**src/rtl/regfile_wb_arbiter_if.sv**
```systemverilog
// rtl/regfile_wb_arbiter_if.sv - write-back request/grant bundle and register-file write port
interface regfile_wb_arbiter_if #(
    parameter int NUM_REQ    = 3,
    parameter int DATA_WIDTH = 16,
    parameter int ADDR_WIDTH = 4
);
    logic                          stall;
    logic [NUM_REQ-1:0]            req_valid;
    logic [NUM_REQ*ADDR_WIDTH-1:0] req_addr;
    logic [NUM_REQ*DATA_WIDTH-1:0] req_data;
    logic [NUM_REQ-1:0]            req_ready;
    logic                          reg_write;
    logic [ADDR_WIDTH-1:0]         write_reg;
    logic [DATA_WIDTH-1:0]         write_data;
    logic [1:0]                    grant_id;

    modport master (
        output stall, req_valid, req_addr, req_data,
        input  req_ready, reg_write, write_reg, write_data, grant_id
    );

    modport slave (
        input  stall, req_valid, req_addr, req_data,
        output req_ready, reg_write, write_reg, write_data, grant_id
    );
endinterface

```
**src/rtl/regfile_wb_arbiter.sv**
```systemverilog
// rtl/regfile_wb_arbiter.sv - round-robin write-back arbiter for the register file write port
// Define REGFILE_WB_ARB_FIXED_PRIO_EN for fixed priority (requester 0 highest).
module regfile_wb_arbiter #(
    parameter int NUM_REQ    = 3,
    parameter int DATA_WIDTH = 16,
    parameter int ADDR_WIDTH = 4
) (
    input  logic                 clk,
    input  logic                 reset,
    regfile_wb_arbiter_if.slave  bus
);
    localparam logic [1:0] LAST_IDX = 2'(NUM_REQ - 1);

    logic [NUM_REQ-1:0]    w_ready;
    logic [1:0]            w_win;
    logic                  w_xfer;
    logic [1:0]            w_start;
    logic [ADDR_WIDTH-1:0] w_addr;
    logic [DATA_WIDTH-1:0] w_data;

    logic                  r_reg_write;
    logic [ADDR_WIDTH-1:0] r_write_reg;
    logic [DATA_WIDTH-1:0] r_write_data;
    logic [1:0]            r_grant_id;

    function automatic logic [1:0] wrap_idx(input logic [1:0] base, input int offset);
        return (int'(base) + offset >= NUM_REQ) ? 2'(int'(base) + offset - NUM_REQ)
                                                : 2'(int'(base) + offset);
    endfunction

`ifdef REGFILE_WB_ARB_FIXED_PRIO_EN
    assign w_start = 2'd0;
`else
    logic [1:0] r_rr_ptr;

    always_ff @(posedge clk or posedge reset) begin
        if (reset) begin
            r_rr_ptr <= 2'd0;
        end else if (w_xfer) begin
            r_rr_ptr <= (w_win == LAST_IDX) ? 2'd0 : w_win + 2'd1;
        end
    end

    assign w_start = r_rr_ptr;
`endif

    // Grant depends only on valid, stall and the pointer, never on addr/data.
    always_comb begin
        w_ready = '0;
        w_win   = 2'd0;
        w_xfer  = 1'b0;
        if (!reset && !bus.stall) begin
            for (int k = 0; k < NUM_REQ; k++) begin
                if (!w_xfer && bus.req_valid[wrap_idx(w_start, k)]) begin
                    w_xfer = 1'b1;
                    w_win  = wrap_idx(w_start, k);
                end
            end
        end
        if (w_xfer) begin
            w_ready[w_win] = 1'b1;
        end
    end

    assign w_addr = bus.req_addr[w_win*ADDR_WIDTH +: ADDR_WIDTH];
    assign w_data = bus.req_data[w_win*DATA_WIDTH +: DATA_WIDTH];

    // R0 transfers are acknowledged and recorded but never raise reg_write.
    always_ff @(posedge clk or posedge reset) begin
        if (reset) begin
            r_reg_write  <= 1'b0;
            r_write_reg  <= '0;
            r_write_data <= '0;
            r_grant_id   <= 2'd0;
        end else begin
            r_reg_write <= w_xfer && (w_addr != '0);
            if (w_xfer) begin
                r_write_reg  <= w_addr;
                r_write_data <= w_data;
                r_grant_id   <= w_win;
            end
        end
    end

    assign bus.req_ready  = w_ready;
    assign bus.reg_write  = r_reg_write;
    assign bus.write_reg  = r_write_reg;
    assign bus.write_data = r_write_data;
    assign bus.grant_id   = r_grant_id;
endmodule

```
**src/flat_wrapper.sv**
```systemverilog
// flat-port wrapper written by rule: the top's interface ports become plain ports
module regfile_wb_arbiter_flat 
#(
    parameter int NUM_REQ    = 3,
    parameter int DATA_WIDTH = 16,
    parameter int ADDR_WIDTH = 4
)
  (clk, reset, bus_stall, bus_req_valid, bus_req_addr, bus_req_data, bus_req_ready, bus_reg_write, bus_write_reg, bus_write_data, bus_grant_id);
  regfile_wb_arbiter_if #(.NUM_REQ(NUM_REQ), .DATA_WIDTH(DATA_WIDTH), .ADDR_WIDTH(ADDR_WIDTH)) bus_i ();
  input  logic clk;
  input  logic reset;
  input wire logic [$bits(bus_i.stall)-1:0] bus_stall;
  input wire logic [$bits(bus_i.req_valid)-1:0] bus_req_valid;
  input wire logic [$bits(bus_i.req_addr)-1:0] bus_req_addr;
  input wire logic [$bits(bus_i.req_data)-1:0] bus_req_data;
  output wire logic [$bits(bus_i.req_ready)-1:0] bus_req_ready;
  output wire logic [$bits(bus_i.reg_write)-1:0] bus_reg_write;
  output wire logic [$bits(bus_i.write_reg)-1:0] bus_write_reg;
  output wire logic [$bits(bus_i.write_data)-1:0] bus_write_data;
  output wire logic [$bits(bus_i.grant_id)-1:0] bus_grant_id;
  assign bus_i.stall = bus_stall;
  assign bus_i.req_valid = bus_req_valid;
  assign bus_i.req_addr = bus_req_addr;
  assign bus_i.req_data = bus_req_data;
  assign bus_req_ready = bus_i.req_ready;
  assign bus_reg_write = bus_i.reg_write;
  assign bus_write_reg = bus_i.write_reg;
  assign bus_write_data = bus_i.write_data;
  assign bus_grant_id = bus_i.grant_id;
  regfile_wb_arbiter #(.NUM_REQ(NUM_REQ), .DATA_WIDTH(DATA_WIDTH), .ADDR_WIDTH(ADDR_WIDTH)) u_core (.clk(clk), .reset(reset), .bus(bus_i));
endmodule
```
**config.mk**
```make
export PLATFORM = sky130hd
export DESIGN_NAME = regfile_wb_arbiter_flat
export DESIGN_NICKNAME = d
export VERILOG_FILES = /design/src/rtl/regfile_wb_arbiter_if.sv /design/src/rtl/regfile_wb_arbiter.sv /design/src/flat_wrapper.sv
export SDC_FILE = /design/constraint.sdc
export NUM_CORES = 1
export LEC_CHECK = 0
export BUFFER_PORTS_ARGS = -buffer_cell sky130_fd_sc_hd__buf_2
export CORE_ASPECT_RATIO = 1.2
export CORE_MARGIN = 2
export CORE_UTILIZATION = 43
export DETAILED_ROUTE_END_ITERATION = 8
export GPL_TIMING_DRIVEN = 0
export PLACE_DENSITY = 0.8
export SYNTH_ARGS = -nofsm -noshare
export SYNTH_HDL_FRONTEND = slang
export SYNTH_SLANG_ARGS = --single-unit
```
**constraint.sdc**
```tcl
create_clock -name clk -period 3.3 [get_ports clk]
set_input_delay 0 -clock clk [delete_from_list [all_inputs] [get_ports clk]]
set_output_delay 0 -clock clk [all_outputs]
set_load 0.01 [all_outputs]
```
# Yosys cells after proc, flatten, opt, wreduce, memory -nomap -nowiden
# Index checks and enable logic that the tools add are counted.
[totals]
reg_bits = 25
inputBits = 66
output_inout_bits = 26
elab_cells = 55
[classes]
add_sub_neg = 6
n_lt_le_gt_ge = 8
eq_ne = 1
n_shift = 2
muxes = 23
n_reduce_logical = 10
[ops]
columns = ["op", "count"]
rows = [
  ["variable part select 48 x 7 -> 16 bit", 1],
  ["2-to-1 mux 2 bit", 8],
  ["less-than comparator 2 x 3 -> 1 bit (second input constant)", 4],
  ["variable part select 12 x 5 -> 4 bit", 1],
  ["2-to-1 mux 1 bit", 10],
  ["binary-select mux 1 bit (select 2 bit)", 3],
  ["greater-or-equal comparator 3 x 2 -> 1 bit (second input constant)", 2],
  ["logical AND 1 bit", 5],
  ["zero test 1 bit", 4],
  ["nonzero test 4 bit", 1],
  ["subtractor 2 x 1 -> 2 bit (second input constant)", 2],
  ["adder 2 x 1 -> 3 bit (second input constant)", 1],
  ["adder 2 x 2 -> 3 bit (second input constant)", 1],
  ["2-to-1 mux 3 bit", 1],
  ["adder 2 x 1 -> 2 bit (second input constant)", 1],
  ["demux 1 bit (select 2 bit)", 1],
  ["== test 2 bit (second input constant)", 1],
  ["greater-or-equal comparator 2 x 1 -> 1 bit (second input constant)", 1],
  ["greater-or-equal comparator 2 bit (second input constant)", 1],
  ["subtractor 2 bit (second input constant)", 1],
]

# Depth between registers and ports, before layout
# Gate-level depths: netlist (run 1).
[depth]
word_depth = 19
mapped_depth = 10
depth_no_buf = 8

# Worst setup path after synthesis (run 1)
# No wires, ideal clock.
[synth_path]
kind = "register to register"
from = "register u_core.r_rr_ptr[0]"
to = "register u_core.r_write_data[15] (netlist: u_core.bus.write_data[15])"
setup_ns = 0.126
arrival_ns = 2.211
t_required_ns = 3.174
setup_slack_ns = 0.963
path_stages_with_launch = 10
n_path_buf = 1
synth_period_minus_slack_ns = 2.337
path_cell_list = "dfrtp_1 > inv_1 > ha_1 > mux2i_1 > o2bb2ai_2 > o41a_2 > nor2_2 > nor3b_4 > buf_6 > a221o_1"
[synth_between]
elab_chain_cells = 15
word_cells_on_any_way = 32
classes_between = "5 x add/sub; 3 x order compare; 1 x shift; 19 x mux; 4 x reduce/logical"
[synth_rtl]
columns = ["element", "line", "source"]
rows = [
  ["from (decl)", "regfile_wb_arbiter.sv:34", "logic [1:0] r_rr_ptr;"],
  ["from (signal assigned)", "regfile_wb_arbiter.sv:40", "r_rr_ptr <= (w_win == LAST_IDX) ? 2'd0 : w_win + 2'd1;"],
  ["branches (longest 15 deep; another with adder 2 x 1 -> 3 bit)", "-", ""],
  ["to (signal assigned)", "regfile_wb_arbiter.sv:79", "r_write_data <= w_data;"],
  ["to (decl)", "regfile_wb_arbiter.sv:23", "logic [DATA_WIDTH-1:0] r_write_data;"],
]
# Parallel ways; which one is timed is not known. The select of a mux whose other input is x is not followed.
# A chain may end at the register's enable or synchronous reset.

# Worst setup path after layout (run 1)
[layout_path]
from = "register u_core.r_rr_ptr[0]"
to = "register u_core.r_write_data[3] (netlist: u_core.bus.write_data[3])"
# Same word-level chain as after synthesis.

==> results of run 1 <==
## power by group
group / switching (W) / internal, W / total, W
Clock: 0.0000920 / 0.0000842 / 0.000176
Combinational: 0.000545 / 0.000644 / 0.00119
Sequential: 0.0000944 / 0.000458 / 0.000552
Total: 0.000732 / 0.00119 / 0.00192
## metal layers
layer / GRT usage, % / share of wire [%]
met5: 0 / 0
met4: 8.72 / 1.6
met3: 4.66 / 6.8
met2: 38.2 / 51
met1: 30.6 / 40
## per-stage QoR
| step | cells | worst slack, ns | hold slack, ns | utilization, % |
|---|---|---|---|---|
| CTS | 313 | 0.0983 | 0.0409 | 71.0 |
| detailed placement | 276 | 0.667 | 0.235 | 59.8 |
| global route | 314 | 0.0361 | 0.0837 | 71.6 |
| finish | 314 | 0.191 | 0.0444 | 71.6 |
| global placement | 276 | 0.724 | 0.229 | 59.8 |
| floorplan | 148 | 0.963 | 0.0273 | - |
## cell usage after synthesis, types with 2 or more instances
cell | number | area share [%]
dfrtp_1 | 25 | 41
inv_1 | 25 | 6.2
a221o_1 | 16 | 11
o2bb2ai_1 | 16 | 9.3
nand2_1 | 9 | 2.2
mux2i_1 | 7 | 4.6
o21ai_0 | 6 | 2.0
o21ai_1 | 5 | 1.7
buf_2 | 4 | 1.3
ha_1 | 4 | 3.3
o32ai_1 | 4 | 2.3
a21o_1 | 3 | 1.5
clkbuf_1 | 2 | 0.50
nand3b_1 | 2 | 0.99
nor2b_1 | 2 | 0.83
## worst max-delay path, cell delays in order, from the launching register on
cell and delay [ns]:
dfrtp_1 0.42, inv_1 0.09, ha_1 0.22, mux2i_2 0.30
o2bb2ai_2 0.13, o41a_2 0.53, nor2_2 0.18, buf_4 0.21
buf_2 0.24, a221o_1 0.19, dlygate4sd3_1 0.54
## final cells by class
| type | instances | area [um2] | area share (%) |
|---|---|---|---|
| plain buffers | 9 | 52.6 | 2.18 |
| clock inverters | 1 | 5.00 | 0.208 |
| repair buffers | 125 | 793 | 32.9 |
| flip-flops and latches | 25 | 626 | 26.0 |
| inverters | 25 | 93.8 | 3.89 |
| well taps | 37 | 46.3 | 1.92 |
| multi-input cells | 89 | 752 | 31.2 |
| clock buffers | 3 | 41.3 | 1.71 |
## cell usage in the layout, fill, tap and decap left out, drive strengths merged, types with 2 or more instances in the layout
cell	instances
or2	3
nor2b	2
dlygate4sd3	33
clkbuf	5
mux2i	7
dfrtp	25
nand3b	2
inv	25
o21ai	11
nor2	2
o2bb2ai	17
a21o	3
o221ai	2
a221o	16
nand2	9
o32ai	4
buf	99
ha	4
## worst max-delay path by stage
| stage | from | to | slack [ns] | cells after the start |
|---|---|---|---|---|
| after floorplan | u_core.r_rr_ptr[0]$_DFFE_PP0P_ | u_core.bus.write_data[15]$_DFFE_PP0P_ | 0.96 | 9 |
| after global placement | u_core.r_rr_ptr[0]$_DFFE_PP0P_ | u_core.bus.write_data[15]$_DFFE_PP0P_ | 0.72 | 9 |
| after detailed placement | u_core.r_rr_ptr[0]$_DFFE_PP0P_ | u_core.bus.write_data[15]$_DFFE_PP0P_ | 0.67 | 9 |
| after CTS | u_core.r_rr_ptr[0]$_DFFE_PP0P_ | u_core.bus.write_data[15]$_DFFE_PP0P_ | 0.1 | 10 |
| after global routing | u_core.r_rr_ptr[0]$_DFFE_PP0P_ | u_core.bus.write_data[3]$_DFFE_PP0P_ | 0.04 | 10 |
| final | u_core.r_rr_ptr[0]$_DFFE_PP0P_ | u_core.bus.write_data[3]$_DFFE_PP0P_ | 0.19 | 10 |
## what timing repair did
item / CTS / global route
setup endpoints to repair: 0 / 11
hold buffers: 33 / 0
hold endpoints to repair: 41 / 0
buffers inserted: 0 / 1
gates resized for setup: 0 / 6
## kinds of logic after synthesis
family,after synthesis
AO/OA/AOI/OAI,57
buffers and inverters,34
flip-flops,25
AND/OR/NAND/NOR,21
multiplexers,7
adder cells (fa/ha/maj),4
==> results.py, run 1 <==
metrics = {
    "setup_path": {
        "crit_type": "reg -> reg",
        "timing.rr.end": "u_core.bus.write_data[3]$_DFFE_PP0P_",
        "rr_startpoint": "u_core.r_rr_ptr[0]$_DFFE_PP0P_",
        "cp-end-kind": "flop",
        "ff2ff_setup_slack_ns": 0.19,
        "crit_path_start_kind": "flop",
        "r2r_cells": 10,
        "worstPathArrival_ns": 3.31,
        "crit_path_max_fanout": 10,
        "cp.required_ns": 3.50,
    },
    "synth": {
        "postSynthCellCount": 148,
        "avgSynthCellArea_um2": 10.2,
        "synth_top_family_by_area": "compound AO/OA/AOI/OAI gates",
        "yosysSeqAreaShare_pct": 41.4,
        "synth_ff_type": "dfrtp_1",
        "synthAdderAreaFrac_pct": 3.31,
        "synth_area_um2": 1510,
        "synth-seq-cells": 25,
        "synth_nets": 218,
        "synth-xor-area-share_pct": 0,
        "synth-edff-count": 0,
        "yosys_warnings": 0,
        "synthMuxAreaShare_pct": 4.64,
        "yosys.area_share.simple_pct": 8.11,
        "synth-compound-area-share_pct": 33.0,
        "synthArstFlopShare_pct": 100,
        "ys_types": 33,
    },
    "cells_and_area": {
        "layout-drive-gt1-share_pct": 40.8,
        "fillers": 249,
        "areaGrowthSynthToFinish_pct": 59.4,
        "antennaDiodeCount": 0,
        "nets": 348,
        "post-route-cell-area_um2": 2410,
        "largest_reg_flops": 16,
    },
    "clock_tree": {
        "cts_buffer_depth": 2,
        "cts.clk_slew.worst_paths_ns": 0.09,
        "worstSkewPairLatency_ns": 0.26,
        "h-tree-depth": 1,
        "cts-root-buf": "clkbuf_8",
        "cts-buffers-inserted": 3,
        "clock-sinks": 25,
        "cts_tree": "yes",
    },
    "timing": {
        "fin_crit_sh_pct": 94.2,
        "worst_pin_slew_ns": 0.929,
        "fin_skew_ns": 0.00382,
        "max_freq_mhz": 322,
        "rsz0062_at_grt": "false",
        "hold_violations": 0,
        "setup_violations": 0,
        "timing.setup.tns_ns": 0,
        "post-route-min-period_ns": 3.11,
        "max_slew_margin_pct": 38.0,
        "slew_violations": 0,
    },
    "die": {
        "die_area_um2": 4010,
        "die_w_um": 58.1,
        "die_h_um": 68.9,
        "io_pins": 92,
        "start_util_pct": 44.9,
        "rows": 23,
        "core_um2": 3370,
    },
    "detailed_routing": {
        "vias_per_cell": 5.33,
        "firstDrtPassIters": 4,
        "final_antenna_net_count": 0,
        "wl_per_cell_um": 14.9,
        "drt-initial-drc-count": 91,
        "routed_wl_mm": 4.67,
        "drc_errors": 0,
        "dr_total_vias": 1675,
    },
    "power_and_ir_drop": {
        "total_power_w": 0.00192,
        "power.leakage_nw": 1.29,
        "pwr_density_cell_nw_per_um2": 796,
        "peakVddDrop_mv": 0.514,
    },
    "min_path": {
        "hold_depth": 3,
        "hold_start": "bus_req_addr[11]",
        "holdPathEnd": "u_core.bus.write_reg[3]$_DFFE_PP0P_",
        "hold_class": "in -> reg",
    },
    "grt": {
        "grt.overflow.total": 0,
        "grt_pass1_vias": 1555,
        "grt_pass1_wl_mm": 7.13,
        "grt_max_degree": 26,
        "antenna_found_initial": 0,
        "groute.usage.overall_pct": 23.3,
    },
    "job": {
        "drv_cap": 0,
    },
    "place": {
        "dp_hpwl_mm": 3.21,
        "placed_area_um2": 2010,
        "port_buffers": 91,
        "gp_congestion": 0.820,
    },
    "run_status": {
        "status": "finished, final reports clean",
    },
}
Note: power is estimated with default switching activity, not from simulation.
==> run 2: changes to the inputs <==
--- a/config.mk
+++ b/config.mk
@@ -6,12 +6,14 @@
 export NUM_CORES = 1
 export LEC_CHECK = 0
 export BUFFER_PORTS_ARGS = -buffer_cell sky130_fd_sc_hd__buf_2
+export CELL_PAD_IN_SITES_DETAIL_PLACEMENT = 0
+export CELL_PAD_IN_SITES_GLOBAL_PLACEMENT = 1
 export CORE_ASPECT_RATIO = 1.2
-export CORE_MARGIN = 2
-export CORE_UTILIZATION = 43
+export CORE_MARGIN = 4
+export CORE_UTILIZATION = 31
 export DETAILED_ROUTE_END_ITERATION = 8
 export GPL_TIMING_DRIVEN = 0
-export PLACE_DENSITY = 0.8
+export PLACE_DENSITY_LB_ADDON = 0.1
 export SYNTH_ARGS = -nofsm -noshare
 export SYNTH_HDL_FRONTEND = slang
 export SYNTH_SLANG_ARGS = --single-unit
==> run 2 against run 1 <==
The run now ends with negative hold slack left. Final area rose by 1.0%. Fmax grew 0.14%. Sequential share of layout area down 0.27 points. Sequential power down 2%. Highest routed layer unchanged.
==> results.py, run 2 (synthesized netlist as in run 1, its figures left out) <==
metrics = {
    "run_status": {
        "status": "finished with violations",
        "violations": "negative hold slack",
    },
    "clock_tree": {
        "worstSkewPairLatency_ns": 0.27,
        "cts-root-buf": "clkbuf_8",
        "h-tree-depth": 1,
        "cts_tree": "yes",
        "cts_buffer_depth": 2,
        "clock-sinks": 25,
        "cts-buffers-inserted": 3,
        "cts.clk_slew.worst_paths_ns": 0.09,
    },
    "die": {
        "die_w_um": 71.7,
        "die_h_um": 84.5,
        "io_pins": 92,
        "rows": 27,
        "die_area_um2": 6060,
        "start_util_pct": 32.4,
        "core_um2": 4660,
    },
    "min_path": {
        "hold_class": "in -> async",
    },
    "cells_and_area": {
        "nets": 348,
        "largest_reg_flops": 16,
        "mostFrequentLayoutCells": "buf_2 (94), dlygate4sd3_1 (32), inv_1 (25), dfrtp_1 (25)",
        "fillers": 446,
        "post-route-cell-area_um2": 2430,
        "layout-drive-gt1-share_pct": 40.8,
        "areaGrowthSynthToFinish_pct": 61.1,
        "final_common_cell": "buf_2",
        "antennaDiodeCount": 0,
    },
    "power_and_ir_drop": {
        "power.leakage_nw": 1.29,
        "pwr_density_cell_nw_per_um2": 785,
        "peakVddDrop_mv": 0.355,
    },
    "timing": {
        "rsz0062_at_grt": "false",
        "slew_violations": 0,
        "post-route-min-period_ns": 3.11,
        "max_slew_margin_pct": 31.3,
        "max_freq_mhz": 322,
        "fin_crit_sh_pct": 94.1,
        "setup_violations": 0,
        "worst_pin_slew_ns": 1.03,
        "fin_skew_ns": 0.00260,
        "hold_slack_ns": -0.0132,
        "hold_violations": 25,
        "timing.setup.tns_ns": 0,
    },
    "setup_path": {
        "cp.required_ns": 3.51,
        "crit_path_start_kind": "flop",
        "cp-end-kind": "flop",
        "crit_path_max_incr_delay_ns": 0.55,
        "crit_type": "reg -> reg",
        "crit_slowest_cell": "dlygate4sd3_1",
        "worstPathArrival_ns": 3.31,
        "crit_chain": "inv_1, ha_1, mux2i_2, o2bb2ai_2, o41a_2, nor2_2, buf_4, clkbuf_4, a221o_1, dlygate4sd3_1",
        "crit_path_max_fanout": 10,
    },
    "grt": {
        "antenna_found_initial": 0,
        "grt_pass1_vias": 1652,
        "groute.usage.overall_pct": 15.7,
        "grt.overflow.total": 0,
        "grt_pass1_wl_mm": 7.67,
        "grt_max_degree": 26,
    },
    "detailed_routing": {
        "dr_total_vias": 1625,
        "firstDrtPassIters": 4,
        "final_antenna_net_count": 0,
        "vias_per_cell": 4.85,
        "drc_errors": 0,
        "routed_wl_mm": 4.64,
        "drt-initial-drc-count": 64,
        "wl_per_cell_um": 13.8,
    },
    "place": {
        "port_buffers": 91,
        "dp_hpwl_mm": 3.32,
        "gp_congestion": 0.698,
        "placed_area_um2": 2040,
    },
    "job": {
        "drv_cap": 0,
    },
}
-- run 2: power breakdown --
group          internal (W)  leakage, nW  switching, W  total, W
combinational      0.000649        0.962      0.000536   0.00119
sequential         0.000457        0.306     0.0000844  0.000542
clock             0.0000864       0.0228     0.0000977  0.000184
total               0.00119         1.29      0.000719   0.00191
-- run 2: final cells by class --
cell class	instances	area, um2	area share (%)
plain buffers	9	55.1	2.26
clock buffers	4	45.0	1.85
inverters	25	93.8	3.85
multi-input cells	89	752	30.9
flip-flops and latches	25	626	25.7
well taps	58	72.6	2.98
repair buffers	125	791	32.5
-- run 2: per-layer routing --
metal / track usage (%) / vias to the layer above / routed length [um]
li1: - / 814 / -
met1: 20.0 / 734 / 2000
met2: 25.5 / 67 / 2160
met3: 3.83 / 10 / 372
met4: 5.81 / 0 / 102
met5: 0 / - / 0
-- run 2: worst paths after layout --
path,slack [ns],end,startpoint,cells past startpoint
worst max register to register,0.19,u_core.bus.write_data[6]$_DFFE_PP0P_,u_core.r_rr_ptr[0]$_DFFE_PP0P_,10
worst max-delay path,0.19,u_core.bus.write_data[6]$_DFFE_PP0P_,u_core.r_rr_ptr[0]$_DFFE_PP0P_,10
min in group clk,0.02,u_core.bus.write_reg[2]$_DFFE_PP0P_,bus_req_addr[10],3
worst min-delay path,-0.01,u_core.bus.grant_id[0]$_DFFE_PP0P_,reset,2
max in group asynchronous,2.70,u_core.bus.write_data[7]$_DFFE_PP0P_,reset,2
worst min register to register,0.50,u_core.bus.write_reg[2]$_DFFE_PP0P_,u_core.bus.write_reg[2]$_DFFE_PP0P_,2
-- run 2: per-stage QoR --
step | setup slack, ns | util, % | std cells | power, W
after floorplan | 0.963 | - | 148 | 0.00120
after detailed placement | 0.648 | 43.7 | 297 | 0.00151
after global placement | 0.658 | 43.7 | 297 | 0.00151
final | 0.195 | 52.2 | 335 | 0.00191
after global routing | 0.0142 | 52.2 | 335 | 0.00207
after CTS | 0.0979 | 51.6 | 333 | 0.00190
-- run 2: worst max-delay path, delay by kind of cell, from the launching register on --
kind | cells | cell delay (ns)
flops | 1 | 0.42
simple gates | 1 | 0.18
mux | 1 | 0.29
buf+inv | 4 | 1.09
compound gates | 3 | 0.85
fa+ha+maj | 1 | 0.22
-- run 2: timing repair --
| action | CTS | global route |
|---|---|---|
| resized for setup | 0 | 7 |
| hold buffers | 32 | 0 |
| setup endpoints to repair | 0 | 10 |
| endpoints found under the hold margin | 16 | 0 |
| buffers inserted | 0 | 2 |
